## src/rtl/eth_arp_recv_frame.sv

```systemverilog
// GMII receive-side ARP parser: preamble/SFD hunt, Ethernet + ARP field filtering.
// Optional CRC-32 check of the received FCS is enabled by defining ARP_RX_CRC_CHECK_EN.
module eth_arp_recv_frame #(
    parameter logic [47:0] LOCAL_MAC = 48'h0007EDAC6233,
    parameter logic [31:0] LOCAL_IP  = 32'hC0A80002,
    parameter logic [10:0] MAX_LEN   = 11'd1518
) (
    input  logic        gmii_rx_clk,
    input  logic        rst,
    input  logic [7:0]  gmii_rx_data,
    input  logic        gmii_rx_dv,
    input  logic        gmii_rx_er,
    output logic        arp_valid,
    output logic [15:0] arp_opcode,
    output logic [47:0] arp_src_mac,
    output logic [31:0] arp_src_ip,
    output logic        frm_drop
);

    typedef enum logic [2:0] {S_IDLE, S_PRE, S_HDR, S_ARP, S_TAIL, S_CHK, S_WAIT} state_t;

    state_t      r_state, w_next;
    logic [10:0] r_cnt;
    logic        r_sfd, r_rej, r_not_local, r_not_bcast;
    logic [7:0]  r_op_lo, r_sha_op;
    logic [47:0] r_sha, r_out_mac;
    logic [31:0] r_spa, r_out_ip;
    logic        r_arp_valid, r_frm_drop;
    logic        w_take, w_mis, w_nl, w_nb, w_crc_ok, w_accept;
    logic [47:0] w_mac_shift;
    logic [31:0] w_ip_shift;
    logic [1:0]  w_ip_idx;

    assign w_take      = gmii_rx_dv && (r_state == S_HDR || r_state == S_ARP || r_state == S_TAIL);
    assign w_mac_shift = LOCAL_MAC << {r_cnt[2:0], 3'b000};
    // TPA bytes sit at 38..41, so the low two count bits are offset by 2
    assign w_ip_idx    = 2'(r_cnt[1:0] + 2'd2);
    assign w_ip_shift  = LOCAL_IP << {w_ip_idx, 3'b000};

`ifdef ARP_RX_CRC_CHECK_EN
    logic [31:0] r_crc;

    function automatic logic [31:0] crc_next(input logic [31:0] c, input logic [7:0] d);
        logic [31:0] v;
        v = c ^ {24'h0, d};
        for (int unsigned k = 0; k < 8; k++)
            v = v[0] ? ((v >> 1) ^ 32'hEDB88320) : (v >> 1);
        return v;
    endfunction

    always_ff @(posedge gmii_rx_clk) begin
        if (rst)
            r_crc <= '1;
        else if (r_state == S_PRE)
            r_crc <= '1;
        else if (w_take)
            r_crc <= crc_next(r_crc, gmii_rx_data);
    end

    assign w_crc_ok = (r_crc == 32'hDEBB20E3);
`else
    assign w_crc_ok = 1'b1;
`endif

    assign w_accept = !r_rej && !(r_not_local && r_not_bcast) && (r_cnt >= 11'd64) &&
                      (r_cnt <= MAX_LEN) && w_crc_ok;

    always_comb begin
        w_mis = 1'b0;
        w_nl  = 1'b0;
        w_nb  = 1'b0;
        if (r_state == S_HDR) begin
            if (r_cnt < 11'd6) begin
                w_nl = (gmii_rx_data != w_mac_shift[47:40]);
                w_nb = (gmii_rx_data != 8'hFF);
            end else if (r_cnt == 11'd12) begin
                w_mis = (gmii_rx_data != 8'h08);
            end else if (r_cnt == 11'd13) begin
                w_mis = (gmii_rx_data != 8'h06);
            end
        end else if (r_state == S_ARP) begin
            case (r_cnt)
                11'd14, 11'd17, 11'd20: w_mis = (gmii_rx_data != 8'h00);
                11'd15:                 w_mis = (gmii_rx_data != 8'h01);
                11'd16:                 w_mis = (gmii_rx_data != 8'h08);
                11'd18:                 w_mis = (gmii_rx_data != 8'h06);
                11'd19:                 w_mis = (gmii_rx_data != 8'h04);
                11'd21:                 w_mis = !(gmii_rx_data == 8'h01 || gmii_rx_data == 8'h02);
                11'd38, 11'd39, 11'd40, 11'd41: w_mis = (gmii_rx_data != w_ip_shift[31:24]);
                default:                w_mis = 1'b0;
            endcase
        end
    end

    always_comb begin
        w_next = r_state;
        case (r_state)
            S_IDLE: if (gmii_rx_dv && gmii_rx_data == 8'h55) w_next = S_PRE;
            S_PRE: begin
                if (!gmii_rx_dv)                 w_next = S_IDLE;
                else if (gmii_rx_data == 8'hD5)  w_next = S_HDR;
                else if (gmii_rx_data != 8'h55)  w_next = S_WAIT;
            end
            S_HDR: begin
                if (!gmii_rx_dv)                 w_next = S_IDLE;
                else if (gmii_rx_er)             w_next = S_WAIT;
                else if (r_cnt == 11'd13)        w_next = S_ARP;
            end
            S_ARP: begin
                if (!gmii_rx_dv)                 w_next = S_IDLE;
                else if (gmii_rx_er)             w_next = S_WAIT;
                else if (r_cnt == 11'd41)        w_next = S_TAIL;
            end
            S_TAIL: begin
                if (!gmii_rx_dv)                 w_next = S_CHK;
                else if (gmii_rx_er)             w_next = S_WAIT;
            end
            // A preamble byte arriving during CHK starts the next frame directly
            S_CHK:  w_next = (gmii_rx_dv && gmii_rx_data == 8'h55) ? S_PRE : S_IDLE;
            S_WAIT: if (!gmii_rx_dv) w_next = S_IDLE;
            default: w_next = S_IDLE;
        endcase
    end

    always_ff @(posedge gmii_rx_clk) begin
        if (rst) r_state <= S_IDLE;
        else     r_state <= w_next;
    end

    always_ff @(posedge gmii_rx_clk) begin
        if (rst) begin
            r_cnt       <= '0;
            r_sfd       <= 1'b0;
            r_rej       <= 1'b0;
            r_not_local <= 1'b0;
            r_not_bcast <= 1'b0;
            r_op_lo     <= '0;
            r_sha_op    <= '0;
            r_sha       <= '0;
            r_spa       <= '0;
            r_out_mac   <= '0;
            r_out_ip    <= '0;
            r_arp_valid <= 1'b0;
            r_frm_drop  <= 1'b0;
        end else begin
            r_arp_valid <= 1'b0;
            r_frm_drop  <= 1'b0;
            case (r_state)
                S_PRE: begin
                    r_sfd       <= gmii_rx_dv && (gmii_rx_data == 8'hD5);
                    r_cnt       <= '0;
                    r_rej       <= 1'b0;
                    r_not_local <= 1'b0;
                    r_not_bcast <= 1'b0;
                end
                S_HDR, S_ARP: if (!gmii_rx_dv) r_frm_drop <= 1'b1;
                S_CHK: begin
                    if (w_accept) begin
                        r_arp_valid <= 1'b1;
                        r_op_lo     <= r_sha_op;
                        r_out_mac   <= r_sha;
                        r_out_ip    <= r_spa;
                    end else begin
                        r_frm_drop  <= 1'b1;
                    end
                end
                S_WAIT: if (!gmii_rx_dv && r_sfd) r_frm_drop <= 1'b1;
                default: ;
            endcase
            if (w_take) begin
                r_cnt       <= (r_cnt == 11'h7FF) ? r_cnt : r_cnt + 11'd1;
                r_rej       <= r_rej | w_mis;
                r_not_local <= r_not_local | w_nl;
                r_not_bcast <= r_not_bcast | w_nb;
                if (r_state == S_ARP) begin
                    if (r_cnt == 11'd21)                       r_sha_op <= gmii_rx_data;
                    if (r_cnt >= 11'd22 && r_cnt <= 11'd27)    r_sha <= {r_sha[39:0], gmii_rx_data};
                    if (r_cnt >= 11'd28 && r_cnt <= 11'd31)    r_spa <= {r_spa[23:0], gmii_rx_data};
                end
            end
        end
    end

    assign arp_valid   = r_arp_valid;
    assign frm_drop    = r_frm_drop;
    assign arp_opcode  = {8'h00, r_op_lo};
    assign arp_src_mac = r_out_mac;
    assign arp_src_ip  = r_out_ip;

endmodule

```

## config.mk

```make
export PLATFORM = sky130hd
export DESIGN_NAME = eth_arp_recv_frame
export DESIGN_NICKNAME = d
export VERILOG_FILES = /design/src/rtl/eth_arp_recv_frame.sv
export SDC_FILE = /design/constraint.sdc
export NUM_CORES = 1
export LEC_CHECK = 0
export CORE_MARGIN = 2
export CORE_UTILIZATION = 35
export DETAILED_ROUTE_END_ITERATION = 8
export RECOVER_POWER = 50
export SYNTH_ARGS = -nofsm -noshare
export SYNTH_HDL_FRONTEND = slang
export SYNTH_SLANG_ARGS = --single-unit
export TNS_END_PERCENT = 1
```

## constraint.sdc

```tcl
create_clock -name gmii_rx_clk -period 2.3 [get_ports gmii_rx_clk]
set_clock_uncertainty 0.05 [all_clocks]
set_input_delay 0.23 -clock gmii_rx_clk [delete_from_list [all_inputs] [get_ports gmii_rx_clk]]
set_output_delay 0.23 -clock gmii_rx_clk [all_outputs]
set_load 0.01 [all_outputs]
```

# Word level (Yosys, flattened, before mapping)
# Cells that the tools add are included.
[totals]
regBits = 196
latch_bits = 0
ramBits = 0
rom_bits = 0
input_bits = 12
wordCells = 136
n_memories = 0
[classes]
addsub = 2
n_mul = 0
div_mod_pow = 0
magnitude_cmp = 7
n_eq_ne = 40
shift = 2
mux = 37
bitwise = 4
n_reduce_logical = 30
[op_table]
columns = ["operator", "n"]
rows = [
  ["equality test 11 x 5 -> 1 bit, second input constant", 6],
  ["<< shifter 35 x 6 -> 48 bit, first input constant", 1],
  ["equality test 11 x 4 -> 1 bit, second input constant", 4],
  ["equality test 11 x 6 -> 1 bit, second input constant", 4],
  ["two-way mux 3 bit", 13],
  ["two-way mux 11 bit", 3],
  ["<< shifter 32 x 5 -> 32 bit, first input constant", 1],
  ["greater-or-equal comparator 11 x 5 -> 1 bit, second input constant", 2],
  ["<= comparator 11 x 5 -> 1 bit, second input constant", 2],
  ["case mux 3 bit (7 select lines)", 1],
  ["two-way mux 1 bit", 18],
  ["!= test 8 x 3 -> 1 bit, second input constant", 2],
  ["!= test 8 bit", 2],
  ["adder 11 x 1 -> 11 bit, second input constant", 1],
  ["equality test 11 bit, second input constant", 1],
  ["greater-or-equal comparator 11 x 7 -> 1 bit, second input constant", 1],
  ["<= comparator 11 bit, second input constant", 1],
  ["< comparator 11 x 3 -> 1 bit, second input constant", 1],
  ["logical AND 1 bit", 10],
  ["equality test 3 bit, second input constant", 3],
  ["AND reduction 3 bit", 3],
  ["equality test 8 x 1 -> 1 bit, second input constant", 1],
  ["equality test 8 x 2 -> 1 bit, second input constant", 1],
  ["equality test 8 x 7 -> 1 bit, second input constant", 1],
  ["other kinds (26)", 39],
]

# Logic depth before layout (Yosys ltp)
[depth]
word_depth = 8
mapped_depth = 10
ltp_nobuf = 8

# Least setup slack after synthesis
# Ideal clock, no wire load.
[synth_path]
path_type = "register -> register"
startpoint = "reg r_cnt[1]"
endpoint = "reg r_rej"
setup_ns = 0.123
arrival_ns = 1.992
required_time_ns = 2.127
setup_slack_ns = 0.135
path_stages_with_launch = 8
path_buffers = 1
path_cell_list = "dfxtp_1 > ha_1 > clkbuf_1 > nand4_1 > or3b_1 > a221o_1 > a211oi_1 > o41ai_1"
[synth_via]
elab_chain_len = 8
elab_cells_between_ends = 28
classes_between = "add/sub: 1; order compare: 1; eq/ne: 15; shift: 1; mux: 7; bitwise: 1; reduce/logical: 2"
[synth_rtl]
columns = ["item", "line", "text"]
rows = [
  ["from (decl)", "23", "logic [10:0] r_cnt;"],
  ["from (signal assigned)", "171", "r_cnt <= (r_cnt == 11'h7FF) ? r_cnt : r_cnt + 11'd1;"],
  ["adder 2 bit", "37", "assign w_ip_idx = 2'(r_cnt[1:0] + 2'd2);"],
  ["<< shifter 32 x 5 -> 32 bit", "38", "assign w_ip_shift = LOCAL_IP << {w_ip_idx, 3'b000};"],
  ["!= test 8 bit", "89", "11'd38, 11'd39, 11'd40, 11'd41: w_mis = (gmii_rx_data != w_ip_shift[31:24]);"],
  ["case mux 1 bit (7 select lines)", "82", "case (r_cnt)"],
  ["two-way mux 1 bit", "81", "end else if (r_state == S_ARP) begin"],
  ["two-way mux 1 bit *", "72", "if (r_state == S_HDR) begin"],
  ["bitwise OR 1 bit *", "172", "r_rej <= r_rej | w_mis;"],
  ["two-way mux 1 bit *", "170", "if (w_take) begin"],
  ["to (signal assigned)", "172", ""],
  ["to (decl)", "24", "logic r_sfd, r_rej, r_not_local, r_not_bcast;"],
]
# Every way passes the cells marked *; elsewhere a longest branch is shown, timed or not.
# A chain may end at the register's enable or synchronous reset.

# Worst setup path in the final report
[layout_path]
startpoint = "reg r_cnt[5]"
endpoint = "reg r_rej"
[layout_via]
elab_chain_len = 7
elab_cells_between_ends = 25
classes_between = "order compare: 1; eq/ne: 14; mux: 7; bitwise: 1; reduce/logical: 2"
[layout_rtl]
columns = ["item", "line"]
rows = [
  ["equality test 11 x 6 -> 1 bit, or another cell as far along", "82"],
  ["OR reduction 4 bit, or another cell as far along", "82"],
  ["case mux 1 bit (7 select lines) or two-way mux 1 bit (tied branches)", "82, 76"],
  ["two-way mux 1 bit, on equally long branches", "81, 73"],
  ["two-way mux 1 bit *", "72"],
  ["bitwise OR 1 bit *", "172"],
  ["two-way mux 1 bit *", "170"],
]
# Marked as above.

==> run metrics <==
HP Class reg -> reg; Crit path arrival time 2.41 ns; Reg power frac 51.6%; unrepaired setup endpoints after global routing true; Worst-Skew Late Latency around 0.43 ns; Synth async-reset ratio 0%; core area ~23000 um2; DR vias 7143; minimum clock period ~2.2 ns; Rel. slew slack about two fifths; highest-count cells in the layout ignoring fill and taps nand2_1 (377), dfxtp_1 (196), a21oi_1 (194); # setup viols final 0; Cell Pwr Density approximately 640 nW/um2; post-route DRC violation count 0; Ports 110; count of flip-flops with a built-in enable after synthesis 0; die area about 24000 um2; Total GRT Usage between 15 and 20%; Max Slew Vio Count 0; drt pass-1 iters 5; max-cap viol count 0; H-tree depth 4; area of the mapped netlist 8000 um2; Avg Cell Area, Syn 7.65 um2; dpl cell area 9580 um2; Initial Util 35.5%; clock buffer depth 2; CTS clk-pin slew, worst paths roughly 0.08 ns; CTS Sinks between 150 and 200; outcome finished, final reports clean; Switching Share 23.5%; vias in the first global route 6554; Hold Violations, Final 0; WS Path Type reg -> reg; Antenna Cells 0; Via density between 4 and 5; Setup Fix Bufs, Post-CTS 0; Startpoint Class flip-flop; final instance area 10200 um2; Comb pwr share 2.5%; Worst Path Required 2.56 ns; GRT overflow 0; Final Cycle Share between 90% and 100%; post-synthesis cell type count 60; # port buffers 101; CTS tree yes; Die Wd 155 um; layout cells sized above 1 9.08%; Final #Nets 1162; largest net degree at the start of global routing 176; switching power 1.54 mW; cts bufs inserted 17; Place WS 0.0976 ns; Syn Inst Count ~1000; Leakage approximately 3.6 nW; Worst Tran Pin Value 0.878 ns; gpl congestion 0.903; chip height 155 um; Routed WL 21.0 mm; Avg WL per Cell ~15 um; synth-to-layout area growth 27.6%; clock share of power around 46%; Primary FF master, synth dfxtp_1; Int Pwr 5.02 mW; fmax 465 MHz; first-pass GRT wire length 34.1 mm; #FFs+latches synth slightly below 200; commonest non-fill, non-tap cell in the layout nand2_1; synth warn 0; FP Rows 55; drt initial violations about 440; register area share after synthesis 49.1%; DRT antenna net count 0; Final HPWL DP 14.3 mm; clk root buf clkbuf_16; Worst Setup End Kind flip-flop; worst vdd ir approximately 400 uV; crit-path max FO 13; setup slack after layout 0.149 ns; initial antenna violation count 0
==> final cells by class <==
cell class | instances | area [um2]
clock buffers | 18 | 439
clock inverters | 14 | 164
fillers | 2285 | 12300
inverters | 12 | 45.0
multi-input cells | 757 | 3690
flip-flops and latches | 196 | 3920
well taps | 285 | 357
repair buffers | 159 | 1580
==> critical path, cell delays in order (launching register included) <==
cell and delay (ns):
dfxtp_1 0.44, nor4b_2 0.31, nand4_1 0.18, or3b_1 0.40, a221o_1 0.35, a211oi_1 0.21, o41ai_1 0.09
==> flip-flops by register name, indices dropped and copies added, names as in the netlist, 3 cells and up <==
register and flops:
arp_src_ip 32, r_sha_op 8, r_op_lo 8, r_spa 32, r_sha 48, r_cnt 11, r_state 3, arp_src_mac 48
==> power groups by stage <==
stage / sequential [mW] / clock (mW) / combinational (mW)
2_1_floorplan: 3.47 / 0 / 0.101
3_3_place_gp: 3.47 / 0 / 0.160
6_report: 3.39 / 3.01 / 0.161
3_5_place_dp: 3.47 / 0 / 0.159
4_1_cts: 3.39 / 3.09 / 0.161
5_1_grt: 3.39 / 3.24 / 0.176
==> kinds of logic after synthesis <==
family / count (synthesis) / synth area share (%)
AND/OR/NAND/NOR: 484 / 25.7
AO/OA/AOI/OAI: 241 / 16.6
flip-flops: 196 / 49.1
buffers and inverters: 99 / 5.51
XOR/XNOR: 12 / 1.31
adder cells (fa/ha/maj): 8 / 1.22
multiplexers: 4 / 0.501
other: 1 / 0.0469
==> metrics by stage <==
step / total power, mW / instances / setup TNS [ns] / utilization (%) / hold WS (ns)
3_5_place_dp: 3.63 / 1408 / 0 / 42.6 / 0.394
2_1_floorplan: 3.57 / 1052 / 0 / - / 0.332
4_1_cts: 6.64 / 1441 / 0 / 45.3 / 0.403
5_1_grt: 6.80 / 1441 / -0.0511 / 45.3 / 0.410
6_report: 6.56 / 1441 / 0 / 45.3 / 0.401
3_3_place_gp: 3.63 / 1408 / 0 / 42.6 / 0.389
==> repair_timing <==
item | in CTS | in global routing
resized for setup | 0 | 3
endpoints found under the setup margin | 0 | 4
endpoints found under the hold margin | 6 | 0
hold buffers | 1 | 0
==> Yosys cell counts, types with 2 or more instances <==
cell / number / area (um2)
and4_1: 4 / 35.0
dfxtp_1: 196 / 3920
nor2b_1: 7 / 43.8
nor2_1: 29 / 109
nand2b_1: 3 / 18.8
xnor2_1: 10 / 87.6
nand2_1: 377 / 1420
and3_1: 3 / 18.8
clkbuf_1: 54 / 203
o41ai_1: 3 / 26.3
a211oi_1: 5 / 37.5
and2_1: 3 / 18.8
buf_4: 12 / 90.1
buf_2: 19 / 95.1
nor4_1: 5 / 31.3
a221o_1: 3 / 30.0
inv_1: 11 / 41.3
nand4_1: 9 / 56.3
o21bai_1: 3 / 22.5
nor3_1: 8 / 40.0
buf_1: 2 / 7.51
nand3_1: 10 / 50.1
a21o_1: 2 / 15.0
or3_1: 6 / 37.5
o21ai_0: 14 / 70.1
nor4b_1: 4 / 35.0
a21oi_1: 194 / 971
a22oi_1: 2 / 15.0
nor3b_1: 2 / 15.0
ha_1: 7 / 87.6
nor2_2: 2 / 12.5
a31oi_1: 3 / 18.8
o21a_1: 2 / 15.0
xor2_1: 2 / 17.5
mux2i_1: 4 / 40.0
==> worst paths after layout <==
path / from / endpoint / slack [ns] / cells after the start
hold reg to reg: arp_src_mac[27] / arp_src_mac[27] / 0.40 / 2
setup / recovery: r_cnt[5] / r_rej / 0.15 / 6
hold / removal: arp_src_mac[27] / arp_src_mac[27] / 0.40 / 2
setup reg to reg: r_cnt[5] / r_rej / 0.15 / 6
==> layer usage <==
layer,GRT usage [%],vias to the layer above,routed length (um),part of all wire [%]
li1,-,3650,-,-
met3,3.34,22,780,3.7
met4,4.89,0,299,1.4
met1,24.7,3330,10200,49
met5,0,-,0,0
met2,27.6,141,9670,46
Note: power is estimated with default switching activity, not from simulation.
==> edit: new RTL, config.mk and constraints unchanged <==
Put a register stage on the output `arp_opcode`, with the module's reset. The value now appears one clock later. The other outputs are not delayed to match.
--- a/src/rtl/eth_arp_recv_frame.sv
+++ b/src/rtl/eth_arp_recv_frame.sv
@@ -185,3 +185,9 @@
     assign frm_drop    = r_frm_drop;
-    assign arp_opcode  = {8'h00, r_op_lo};
+    always_ff @(posedge gmii_rx_clk) begin
+        if (rst) begin
+            arp_opcode <= '0;
+        end else begin
+            arp_opcode <= {8'h00, r_op_lo};
+        end
+    end
     assign arp_src_mac = r_out_mac;
Function: no difference found for any inputs over 10 cycles, from zero or initial values and one cycle with rst high; that may be too few to reach the edited logic, so the function may still have changed.
==> edit against the unedited design <==
The run now ends with negative setup slack left; design area is 6.5% higher; synthesized area is 1.4% higher; worst hold slack worse by 0.0035 ns; maximum frequency is 9.0% lower; worst setup slack worse by 0.21 ns; global-route usage is 0.35 points higher; non-clock buffer count is 29 higher; critical path type unchanged; cell count is 1.2% higher; sequential cell count is 8 higher; wire length is 4.4% higher.
Power is not compared: it rests on default switching activity, and its combinational part moved more than twofold at a synthesized area within 25%.
==> edit: results (changes against the unedited design) <==
Worst-Margin Slew 0.533 ns (-0.345 ns); largest net degree at the start of global routing 115 (-35%); Synth Warn # 0 (unchanged); sequential-to-total area share from yosys stat 0.504 (+0.0129); gr usage total 0.179 (+0.00350); drt first pass iters 4 (-1); R2R Path Start r_cnt[10]; Final #Nets 1176 (+1.2%); clock-pin slew on the worst setup and hold paths 0.06 ns (-0.02 ns); Post-synth ARST share 0 (unchanged); failing checks negative setup slack; Worst Reg-to-Reg Cells 8 (+2); initial DRC count 408 (-7.9%); Min-Delay Path Class reg2reg; clock latency on the worst-skew pair 0.50 ns (+0.07 ns); HP Start arp_src_ip[15]; Clock Tree Buf Depth 3 (+1); Top FF cell, synth dfxtp_1; Unique masters post-synth 61 (+1.7%); CTS HTree Levels 1 (-3); Hold Crit Depth 2 (unchanged); FF-to-FF End r_rej; Area after DPL 9920 um2 (+3.6%); Detail Placement HPWL 14.6 mm (+2.4%); crit path setup slack, layout -0.0626 ns (-0.212 ns); Inserted Clock Buffers 23 (+6); Diodes inserted 0 (unchanged); Pleak 0.00402 uW; vias in the first global route 6894 (+5.2%); CP max FO 5 (-8); share of layout cells above drive strength 1 0.145 (+0.0541); Psw 1650 uW; wire length per cell 15.0 um (+3.2%); first-pass GRT wire length 35.9 mm (+5.0%); WP data arrival 2.67 ns (+0.26 ns); hold worst-path end arp_src_ip[15]; fillers 2255 (-1.3%); initial antenna violation count 0 (unchanged); Max VDD drop around 0.6 mV; DR vias 7174 (+0.43%); Port Buffers 101 (unchanged); GP Congestion 0.866 (-4.1%); Setup TNS -0.110 ns (-0.110 ns); largest cells by area after synthesis dfxtp_1 50%, nand2_1 16%, a21oi_1 10%; Root Buffer clkbuf_16; final setup violation count 2 (+2); top post-synthesis cells by count 345 x nand2_1, 204 x dfxtp_1, 169 x a21oi_1; status complete, but fails checks
==> edit: worst max-delay path: stages (launching register included) <==
cell and delay (ns):
dfxtp_1 0.31, or4_4 0.60, nor4b_4 0.31, buf_6 0.17, nand3_1 0.07, a211o_1 0.28
nor4_2 0.22, o211a_1 0.18, a211oi_2 0.05
==> edit: cell families after synthesis <==
family | count (synthesis) | synth area share
AOI/OAI and AO/OA | 221 | 0.154
xor gates and xnor gates | 16 | 0.0173
adders and majority gates | 7 | 0.0108
buffers and inverters | 97 | 0.0519
DFF | 204 | 0.504
muxes | 14 | 0.0181
other | 1 | 0.000463
and+or+nand+nor | 463 | 0.243
==> edit: power groups by stage <==
stage | clock (uW) | combinational, uW | sequential, uW
after floorplan | 0 | 199 | 3620
after global placement | 0 | 320 | 3630
after detailed placement | 0 | 319 | 3630
after CTS | 3790 | 328 | 3550
after global routing | 3930 | 358 | 3550
final | 3700 | 327 | 3550
==> edit: how the worst max path moves through the flow <==
stage	from	to	slack [ns]
detailed placement	gmii_rx_data[4]	r_rej	-0.23
floorplan	r_cnt[8]	r_state[2]	-0.09
finish	r_cnt[10]	r_rej	-0.06
CTS	r_cnt[9]	r_rej	-0.06
global route	r_cnt[10]	r_rej	-0.15
global placement	gmii_rx_data[4]	r_rej	-0.22
==> edit: per-layer routing <==
layer / vias to the layer above / global-route usage / share of wire
met5: - / 0 / 0
met4: 0 / 0.0354 / 0.013
met3: 26 / 0.0311 / 0.047
met2: 153 / 0.298 / 0.47
met1: 3333 / 0.246 / 0.47
li1: 3662 / - / -
==> edit: repair_timing <==
item | 4_1_cts | 5_1_grt
endpoints found under the setup margin | 61 | 158
setup buffers | 1 | 0
gates resized for setup | 12 | 24
hold buffers | 1 | 0
endpoints found under the hold margin | 10 | 0
cloned | 1 | 0
pin swaps | 3 | 5
==> edit: through the flow <==
step	instances	worst slack (ns)	utilization	total power (uW)	hold slack (ns)
after floorplan	1030	-0.0904	-	3820	0.264
final	1458	-0.0626	0.478	7570	0.398
after detailed placement	1414	-0.228	0.437	3950	0.393
after global routing	1458	-0.152	0.478	7840	0.419
after global placement	1414	-0.223	0.437	3950	0.390
after CTS	1458	-0.0628	0.475	7670	0.403
==> edit: area by class of cell <==
class / count / share of cell area
clock buffer: 32 / 0.0616
inverter: 11 / 0.00380
multi-input combinational: 729 / 0.349
tap: 285 / 0.0328
clock inverter: 9 / 0.00979
timing repair buffer: 188 / 0.167
sequential: 204 / 0.376
